===== src/rtl/ram_arbiter.sv =====
// Two-requester arbiter in front of a single-port ram32: round-robin with lock,
// zero-latency grant, read-return routing and a saturating contention counter.
module ram_arbiter #(
    parameter int ADDR_WIDTH = 12,
    parameter int CNT_WIDTH  = 16
) (
    input  logic                  clk,
    input  logic                  resetn,

    input  logic                  m0_req,
    input  logic [ADDR_WIDTH-3:0] m0_addr,
    input  logic [31:0]           m0_din,
    input  logic [3:0]            m0_bwe,
    input  logic                  m0_lock,
    output logic                  m0_gnt,
    output logic                  m0_rvalid,
    output logic [31:0]           m0_rdata,

    input  logic                  m1_req,
    input  logic [ADDR_WIDTH-3:0] m1_addr,
    input  logic [31:0]           m1_din,
    input  logic [3:0]            m1_bwe,
    input  logic                  m1_lock,
    output logic                  m1_gnt,
    output logic                  m1_rvalid,
    output logic [31:0]           m1_rdata,

    output logic [ADDR_WIDTH-3:0] ram_addr,
    output logic [31:0]           ram_din,
    output logic [3:0]            ram_bwe,
    output logic                  ram_ren,
    input  logic [31:0]           ram_dout,

    output logic [CNT_WIDTH-1:0]  conflict_cnt
);

    logic                 last_grant;
    logic                 lock_active;
    logic                 lock_owner;
    logic                 rd_pending;
    logic                 rd_owner;
    logic [CNT_WIDTH-1:0] cnt_q;

    logic                 gnt0;
    logic                 gnt1;
    logic                 granted;
    logic [3:0]           sel_bwe;
    logic                 sel_lock;
    logic                 deny;

    // Lock beats everything; a tie goes to whoever did not win last.
    always_comb begin
        gnt0 = 1'b0;
        gnt1 = 1'b0;
        if (resetn) begin
            if (lock_active) begin
                gnt0 = m0_req & ~lock_owner;
                gnt1 = m1_req &  lock_owner;
            end else if (m0_req && m1_req) begin
                gnt0 =  last_grant;
                gnt1 = ~last_grant;
            end else begin
                gnt0 = m0_req;
                gnt1 = m1_req;
            end
        end
    end

    always_comb begin
        granted  = gnt0 | gnt1;
        sel_bwe  = gnt1 ? m1_bwe  : m0_bwe;
        sel_lock = gnt1 ? m1_lock : m0_lock;
        ram_addr = gnt1 ? m1_addr : m0_addr;
        ram_din  = gnt1 ? m1_din  : m0_din;
        ram_bwe  = granted ? sel_bwe : 4'b0000;
        ram_ren  = granted & (sel_bwe == 4'b0000);
        deny     = (m0_req & ~gnt0) | (m1_req & ~gnt1);
    end

    always_ff @(posedge clk) begin
        if (!resetn) begin
            last_grant  <= 1'b1;
            lock_active <= 1'b0;
            lock_owner  <= 1'b0;
            rd_pending  <= 1'b0;
            rd_owner    <= 1'b0;
            cnt_q       <= '0;
        end else begin
            if (granted) begin
                last_grant  <= gnt1;
                lock_active <= sel_lock;
                lock_owner  <= gnt1;
            end
            rd_pending <= ram_ren;
            if (ram_ren) begin
                rd_owner <= gnt1;
            end
            if (deny && (cnt_q != '1)) begin
                cnt_q <= cnt_q + 1'b1;
            end
        end
    end

    assign m0_gnt       = gnt0;
    assign m1_gnt       = gnt1;
    // Gate with resetn so a read caught by reset never pulses rvalid.
    assign m0_rvalid    = resetn & rd_pending & ~rd_owner;
    assign m1_rvalid    = resetn & rd_pending &  rd_owner;
    assign m0_rdata     = ram_dout;
    assign m1_rdata     = ram_dout;
    assign conflict_cnt = cnt_q;

endmodule

===== config.mk =====
export PLATFORM = sky130hd
export DESIGN_NAME = ram_arbiter
export DESIGN_NICKNAME = d
export VERILOG_FILES = /design/src/rtl/ram_arbiter.sv
export SDC_FILE = /design/constraint.sdc
export NUM_CORES = 1
export LEC_CHECK = 0
export BUFFER_PORTS_ARGS = -buffer_cell sky130_fd_sc_hd__buf_2
export CAP_MARGIN = 25
export CORE_AREA = 4 4 99 101
export CTS_CLUSTER_DIAMETER = 120
export DETAILED_ROUTE_END_ITERATION = 7
export DIE_AREA = 0 0 103 105
export PLACE_DENSITY_LB_ADDON = 0.25
export SLEW_MARGIN = 20
export SYNTH_ARGS = -nofsm -noshare
export SYNTH_HDL_FRONTEND = slang
export SYNTH_SLANG_ARGS = --single-unit

===== constraint.sdc =====
create_clock -name clk -period 3.4 [get_ports clk]
set_clock_uncertainty 0.1 [all_clocks]
set_input_delay 0.34 -clock clk [delete_from_list [all_inputs] [get_ports clk]]
set_output_delay 0.34 -clock clk [all_outputs]
set_load 0.005 [all_outputs]

Word level (Yosys, flattened, before mapping). Index checks and enable logic that the tools add are counted.

Add/subtract/negate cells: 1. Bitwise operators: 15. Equal/unequal tests: 1. Reductions and logical operators: 3. Mux-type cells: 11.

Operator list (count): $mux 32 (1); $add 16x1->16 const B (1); $ne 16x16->1 const B (1); $mux 10 (1); $and 1x1->1 (8); $mux 4 (2); $mux 1 (7); $not 1->1 (5); $logic_not 4->1 (1); $logic_and 1x1->1 (2); $or 1x1->1 (2).

Output and inout bits: 131. Bits of input ports: 130. Register bits: 21. Word-level logic and storage cells: 37.

Depth between registers and ports, before layout. Gate-level depths: netlist of run 1.

Depth after elaboration: 8. Mapped depth: 6.

Worst setup path after synthesis of run 1. OpenSTA, ideal clock, no wires.

Path kind: register to register. Start: reg cnt_q[0], in the netlist conflict_cnt[0]. End: reg cnt_q[10], in the netlist conflict_cnt[10]. Setup slack: 1.448 ns. Required time: 3.228 ns. Cell stages (with the launch flop): 7. Library setup time: 0.072 ns. Arrival time: 1.780 ns. Period minus slack after synthesis: 1.952 ns. Path through: dfxtp_1 ha_1 nand3_2 or4_1 buf_2 o211ai_1 mux2i_1.

Longest elaborated chain between the ends: 2. Elaborated cells between the ends (all ways): 3. Those cells by class: add/sub: 1; eq/ne: 1; reduce/logical: 1.

RTL lines: start, declared (RTL line 42) `logic [CNT_WIDTH-1:0] cnt_q;`; start signal, assigned (RTL line 99) `cnt_q <= cnt_q + 1'b1;`; branches (longest 2 deep; another with $add 16x1->16).

Several ways; the timed one is not identified. A chain may end at the register's enable or synchronous reset.

Final worst setup path of run 1.
Start: reg lock_active. End: out ram_bwe[2].

Longest elaborated chain between the ends: 4. Elaborated cells between the ends (all ways): 7. Those cells by class: mux: 6; bitwise: 1.

RTL lines: start, declared (RTL line 38) `logic lock_active;`; start signal, assigned (RTL line 91) `lock_active <= sel_lock;`; $mux 1 (RTL line 56) `if (lock_active) begin`; $mux 1 (RTL line 55) `if (resetn) begin`; $mux 4 or $or 1x1->1 (tied branches) (RTL line 71, 70); $mux 4 * (RTL line 75) `ram_bwe = granted ? sel_bwe : 4'b0000;`; end, declared (RTL line 30) `output logic [3:0] ram_bwe,`.

Mark *: on every way between the ends. The rest lies on a longest branch, timed or not.

==> metrics.yaml, run 1 <==
core_area_um2: 9020
path_max_fanout: 44
period_share: 0.745
synth_cells: 261
finalMaxSlewViolations: 0
die_w_um: 103
endpoint_kind: "output port"
routed_wl_um: 7910
final_layout_size_suffix_gt1_frac: 0.629
grt_overflow_total: 0
place_hpwl_um: 6690
rsz0062_at_grt: "no"
cts_hold_buf: 0
crit_path_start: "lock_active"
row_count: 35
cp.required_ps: 2960
fill_cells: 999
gp_congestion: 0.860
ant_nets: 0
ios: 261
antenna_found_initial: 2
hold_viol: 0
first_global_vias: 2196
fin_area_um2: 2730
final_cell_mix: "buf_2 (164), mux2_2 (42), dfxtp_1 (21)"
worst_pin_slew_ps: 762
num_vias: 2199
start_util: 0.251
cts_setup_buffers: 0
drv_cap: 0
hold_class: "input pin to flip-flop"
path_class: "flip-flop to output port"
wl_met1_um: 3090
cts_sinks: 21
track_usage: 0.138
power_density_nw_per_um2: 247
status: "finished, final reports clean"
r2r_cells: 5
relSlewSlack: 0.488
drt-initial-drc-count: 70
grt_pass1_wl_um: 11800
p_leak_uw: 0.00134
fmax_mhz: 395
syn2layout_area_growth_pct: 20.8
wl_per_cell_um: 17.0
synth_area_um2: 2260
clockRootBuffer: "clkbuf_8"
setup_viol: 0
cp-endpoint: "ram_bwe[2]"
syn-num-nets: 392
ys_warn_count: 0
first_pass_iters: 4
worstPathArrival_ps: 2090
fin_crit_ps: 2530
start_kind: "flip-flop"
tns_ps: 0
place_area_um2: 2690
insertion_delay_ps: 260
die_h_um: 105
io_buffer_count: 164
final_common_cell: "buf_2"
grt_max_degree: 45
highest_layer: "met5"
peakVddDrop_v: 0.000140
seq_area_frac_synth: 0.186
ys_ff_latch: 21
route.met2.wl_um: 3840
viasPerCell: 4.73
ff2ff_setup_slack_ps: 1260
clockBufferDepth: 2
drcViolationCount: 0
htree_levels: 1
cts_buffers: 3
ctsResizeCount: 0
synthDistinctLibCells: 43
r2r_start: "conflict_cnt[0]"
met3_length_um: 950
cts_tree: "yes"
syn_avg_cell_area_um2: 8.67
die_area_um2: 10800
path_clk_slew_ps: 80
nets: 485
holdPathStages: 3
r2r_end: "conflict_cnt[2]"
==> registers in the layout, summed over array words and instances (netlist names) <==
name	flops
rd_pending	1
conflict_cnt	16
last_grant	1
rd_owner	1
lock_owner	1
lock_active	1
==> power by group <==
| group | internal (µW) | switching, µW |
|---|---|---|
| combinational | 134 | 110 |
| clock | 83.6 | 85.1 |
| sequential | 253 | 8.86 |
==> area by class of cell <==
class                           instances  area, µm²  area share
Multi-Input combinational cell        159       1280       0.469
Timing Repair Buffer                  165        828       0.303
Sequential cell                        21        420       0.154
Tap cell                              111        139      0.0508
Clock buffer                            4       45.0      0.0165
Inverter                                4       15.0     0.00549
Antenna cell                            1       2.50    0.000916
==> how the worst min path moves through the flow <==
stage | slack [ps] | start | end
final | 260 | m1_lock | lock_active
after global routing | 310 | m1_lock | lock_active
after CTS | 260 | m1_lock | lock_active
after detailed placement | 420 | conflict_cnt[15] | conflict_cnt[15]
after global placement | 400 | conflict_cnt[15] | conflict_cnt[15]
after floorplan | 390 | conflict_cnt[15] | conflict_cnt[15]
==> per-stage QoR <==
stage	hold WS, ps	setup slack [ps]	instances	utilization	total power [µW]
global route	309	717	465	0.303	717
global placement	404	1140	460	0.298	512
finish	264	866	465	0.303	674
CTS	264	847	464	0.303	690
detailed placement	418	1090	460	0.298	515
floorplan	389	1450	261	-	445
==> kinds of logic (layout without fill, tap and decap cells) <==
family | Yosys count | in the layout | share of synthesized area
AO/OA/AOI/OAI | 40 | 40 | 0.137
adder cells (fa/ha/maj) | 1 | 1 | 0.00553
buffers and inverters | 81 | 173 | 0.247
flip-flops | 21 | 21 | 0.186
multiplexers | 49 | 49 | 0.240
other | 0 | 1 | 0
AND/OR/NAND/NOR | 69 | 69 | 0.185
==> synthesized netlist by cell type <==
cell type  instances  area (µm²)
o31a_2             1        10.0
nor2_1             3        11.3
o41ai_1            1        8.76
a22o_1             4        35.0
buf_4             65         488
nand3b_1           1        7.51
and4_1             3        26.3
o221ai_1           2        17.5
a21bo_2            1        10.0
mux2i_1            7        70.1
a221oi_2           1        15.0
o21ai_0            4        20.0
o31ai_1            3        22.5
nor3_1             3        15.0
nand2b_1           4        25.0
o211ai_1           4        30.0
o221a_2            1        11.3
inv_1              4        15.0
o31a_1             4        35.0
nand3_2            1        10.0
nor4_4             1        21.3
dfxtp_1           21         420
ha_1               1        12.5
nor4_1             9        56.3
clkbuf_1           2        7.51
nand4_2            1        12.5
nor2b_1            1        6.26
and3_1             2        12.5
or2b_2             3        26.3
clkbuf_2           1        5.00
and2_1             1        6.26
buf_1              1        3.75
nand4_1            6        37.5
o21a_1             5        37.5
or4_1              4        30.0
mux2_2            42         473
and4_2             1        10.0
buf_2              8        40.0
nand3_1            6        30.0
nand2_1           18        67.6
or3_1              1        6.26
a21oi_1            8        40.0
o311ai_2           1        16.3
==> critical path: stages, from the launching register on <==
cell and delay, ps:
dfxtp_1 380, nand3b_1 210, nand4_1 140, buf_4 460
inv_1 210, a22o_1 270, buf_2 120
==> per-layer routing <==
layer  vias to the layer above  GRT usage
met1                      1005      0.169
met4                         2     0.0111
met2                       110      0.228
met3                         4     0.0654
li1                       1078          -
met5                         -          0
Power figures use the tool's default switching activity.
==> run 2, diff against run 1 <==
Clock period 3.4 ns to 2.15 ns, I/O delays scaled along.
==> run 2 against run 1 <==
Compared with the run above: count of clock-buffer cells in the layout fell by 1; setup slack worse by 790 ps; largest cell class unchanged; sequential share of layout area shrank 0.67 points; largest power group is now combinational logic; critical path depth did not move; combinational power is 70% higher; non-clock buffer count rose by 13.
==> metrics.yaml, run 2 (synthesis results as in run 1) <==
whs_ps: 126  # -138 ps
path_class: "flip-flop to output port"
worst_pin_slew_ps: 465  # -297 ps
largest_reg_flops: 16  # unchanged
antenna_found_initial: 0  # -2
wl_per_cell_um: 17.2  # +0.91%
peakVddDrop_v: 0.000175  # +25%
cts_buffers: 3  # unchanged
track_usage: 0.141  # +0.00309
r2r_cells: 5  # unchanged
hold_class: "input pin to flip-flop"
final_cell_mix: "buf_2 (164), mux2_2 (41), dfxtp_1 (20)"
drcViolationCount: 0  # unchanged
die_h_um: 105  # unchanged
io_buffer_count: 164  # unchanged
path_clk_slew_ps: 90  # about the same
endpoint_kind: "output port"
period_share: 0.966
start_kind: "flip-flop"
start_util: 0.251  # unchanged
insertion_delay_ps: 260  # about the same
status: "finished, final reports clean"
setup_viol: 0  # unchanged
grt_max_degree: 24  # -47%
rsz0062_at_grt: "no"
htree_levels: 1  # unchanged
first_global_vias: 2167  # -1.3%
crit_path_start: "lock_active"
p_leak_uw: 0.00143  # +6.5%
grt_pass1_wl_um: 12000  # +1.7%
finalMaxSlewViolations: 0  # unchanged
drt-initial-drc-count: 76  # +8.6%
cts_sinks: 21  # unchanged
clockBufferDepth: 2  # unchanged
cp_slowest_stage_delay_ps: 370  # -90 ps
cts_hold_buf: 0  # unchanged
clockRootBuffer: "clkbuf_8"
die_w_um: 103  # unchanged
num_vias: 2220  # +0.95%
r2r_end: "conflict_cnt[2]"
ff2ff_setup_slack_ps: 160  # -1100 ps
cp-endpoint: "ram_addr[0]"
path_max_fanout: 22  # -50%
first_pass_iters: 4  # unchanged
ios: 261  # unchanged
diodes: 0  # -1
grt_overflow_total: 0  # unchanged
cp.required_ps: 1840  # -1120 ps
min_from: "m1_lock"
power_density_nw_per_um2: 386  # +56%
fin_crit_ps: 2080
hold_viol: 0  # unchanged
final_layout_size_suffix_gt1_frac: 0.648  # +0.0186
routed_wl_um: 8190  # +3.5%
viasPerCell: 4.65  # -1.6%
cts_tree: "yes"
nets: 498  # +2.7%
fill_cells: 997  # -0.20%
ant_nets: 0  # unchanged
fmax_mhz: 481
slowest_stage: "dfxtp_2"
tns_ps: 0  # unchanged
crit_chain: "nand3b_1 > nand4_1 > buf_4 > buf_12 > mux2_2 > buf_2"
r2r_start: "conflict_cnt[0]"
core_area_um2: 9020  # unchanged
die_area_um2: 10800  # unchanged
gp_congestion: 0.821  # -4.5%
row_count: 35  # unchanged
final_common_cell: "buf_2"
holdPathStages: 3  # unchanged
drv_cap: 0  # unchanged
syn2layout_area_growth_pct: 26.7
place_hpwl_um: 6780  # +1.2%
worstPathArrival_ps: 1760  # -330 ps
relSlewSlack: 0.690  # +0.202
==> run 2: per-stage QoR <==
step / setup slack, ps / cell area (µm²) / instances / util / power, µW
after floorplan: 198 / 2260 / 261 / - / 704
after global placement: 225 / 2770 / 470 / 0.307 / 824
after detailed placement: 182 / 2770 / 470 / 0.307 / 827
after CTS: 40.2 / 2860 / 477 / 0.317 / 1120
after global routing: 5.03 / 2870 / 477 / 0.318 / 1180
final: 72.4 / 2870 / 477 / 0.318 / 1110
==> run 2: worst min-delay path by stage <==
| stage | endpoint | slack (ps) |
|---|---|---|
| detailed placement | m0_rdata[20] | 330 |
| finish | lock_active | 130 |
| global route | lock_active | 150 |
| global placement | m0_rdata[20] | 330 |
| CTS | lock_active | 130 |
| floorplan | conflict_cnt[8] | 270 |
==> run 2: final cells by class <==
class | instances | area (µm²) | area share
Inverter | 4 | 15.0 | 0.00524
Sequential cell | 21 | 422 | 0.147
Tap cell | 111 | 139 | 0.0485
Clock buffer | 3 | 41.3 | 0.0144
Clock inverter | 1 | 5.00 | 0.00175
Multi-Input combinational cell | 159 | 1290 | 0.449
Timing Repair Buffer | 178 | 958 | 0.334
==> run 2: worst max-delay path: cells and delay by family, from the launching register on <==
kind,cells,cell delay (ps)
AND/OR/NAND/NOR,2,270
buffers and inverters,3,480
flip-flops,1,370
multiplexers,1,370
==> run 2: per-layer routing <==
metal / GRT usage / part of all wire / vias to the layer above
met5: 0 / 0 / -
met4: 0.0157 / 0.00049 / 0
met3: 0.0474 / 0.10 / 2
met2: 0.234 / 0.49 / 104
met1: 0.182 / 0.41 / 1010
li1: - / - / 1104
==> run 2: where the power goes <==
part | leakage (µW) | total (µW) | switching (µW) | internal [µW]
registers | 0.000171 | 413 | 13.0 | 400
clock network | 0.0000255 | 278 | 149 | 130
logic | 0.00123 | 416 | 182 | 234
total | 0.00143 | 1110 | 343 | 763
==> run 2: repair_timing <==
| item | CTS | global route |
|---|---|---|
| gates resized for setup | 2 | 1 |
| pin swaps | 1 | 0 |
| setup endpoints to repair | 15 | 1 |
| buffers inserted | 2 | 0 |
| gates cloned | 1 | 0 |
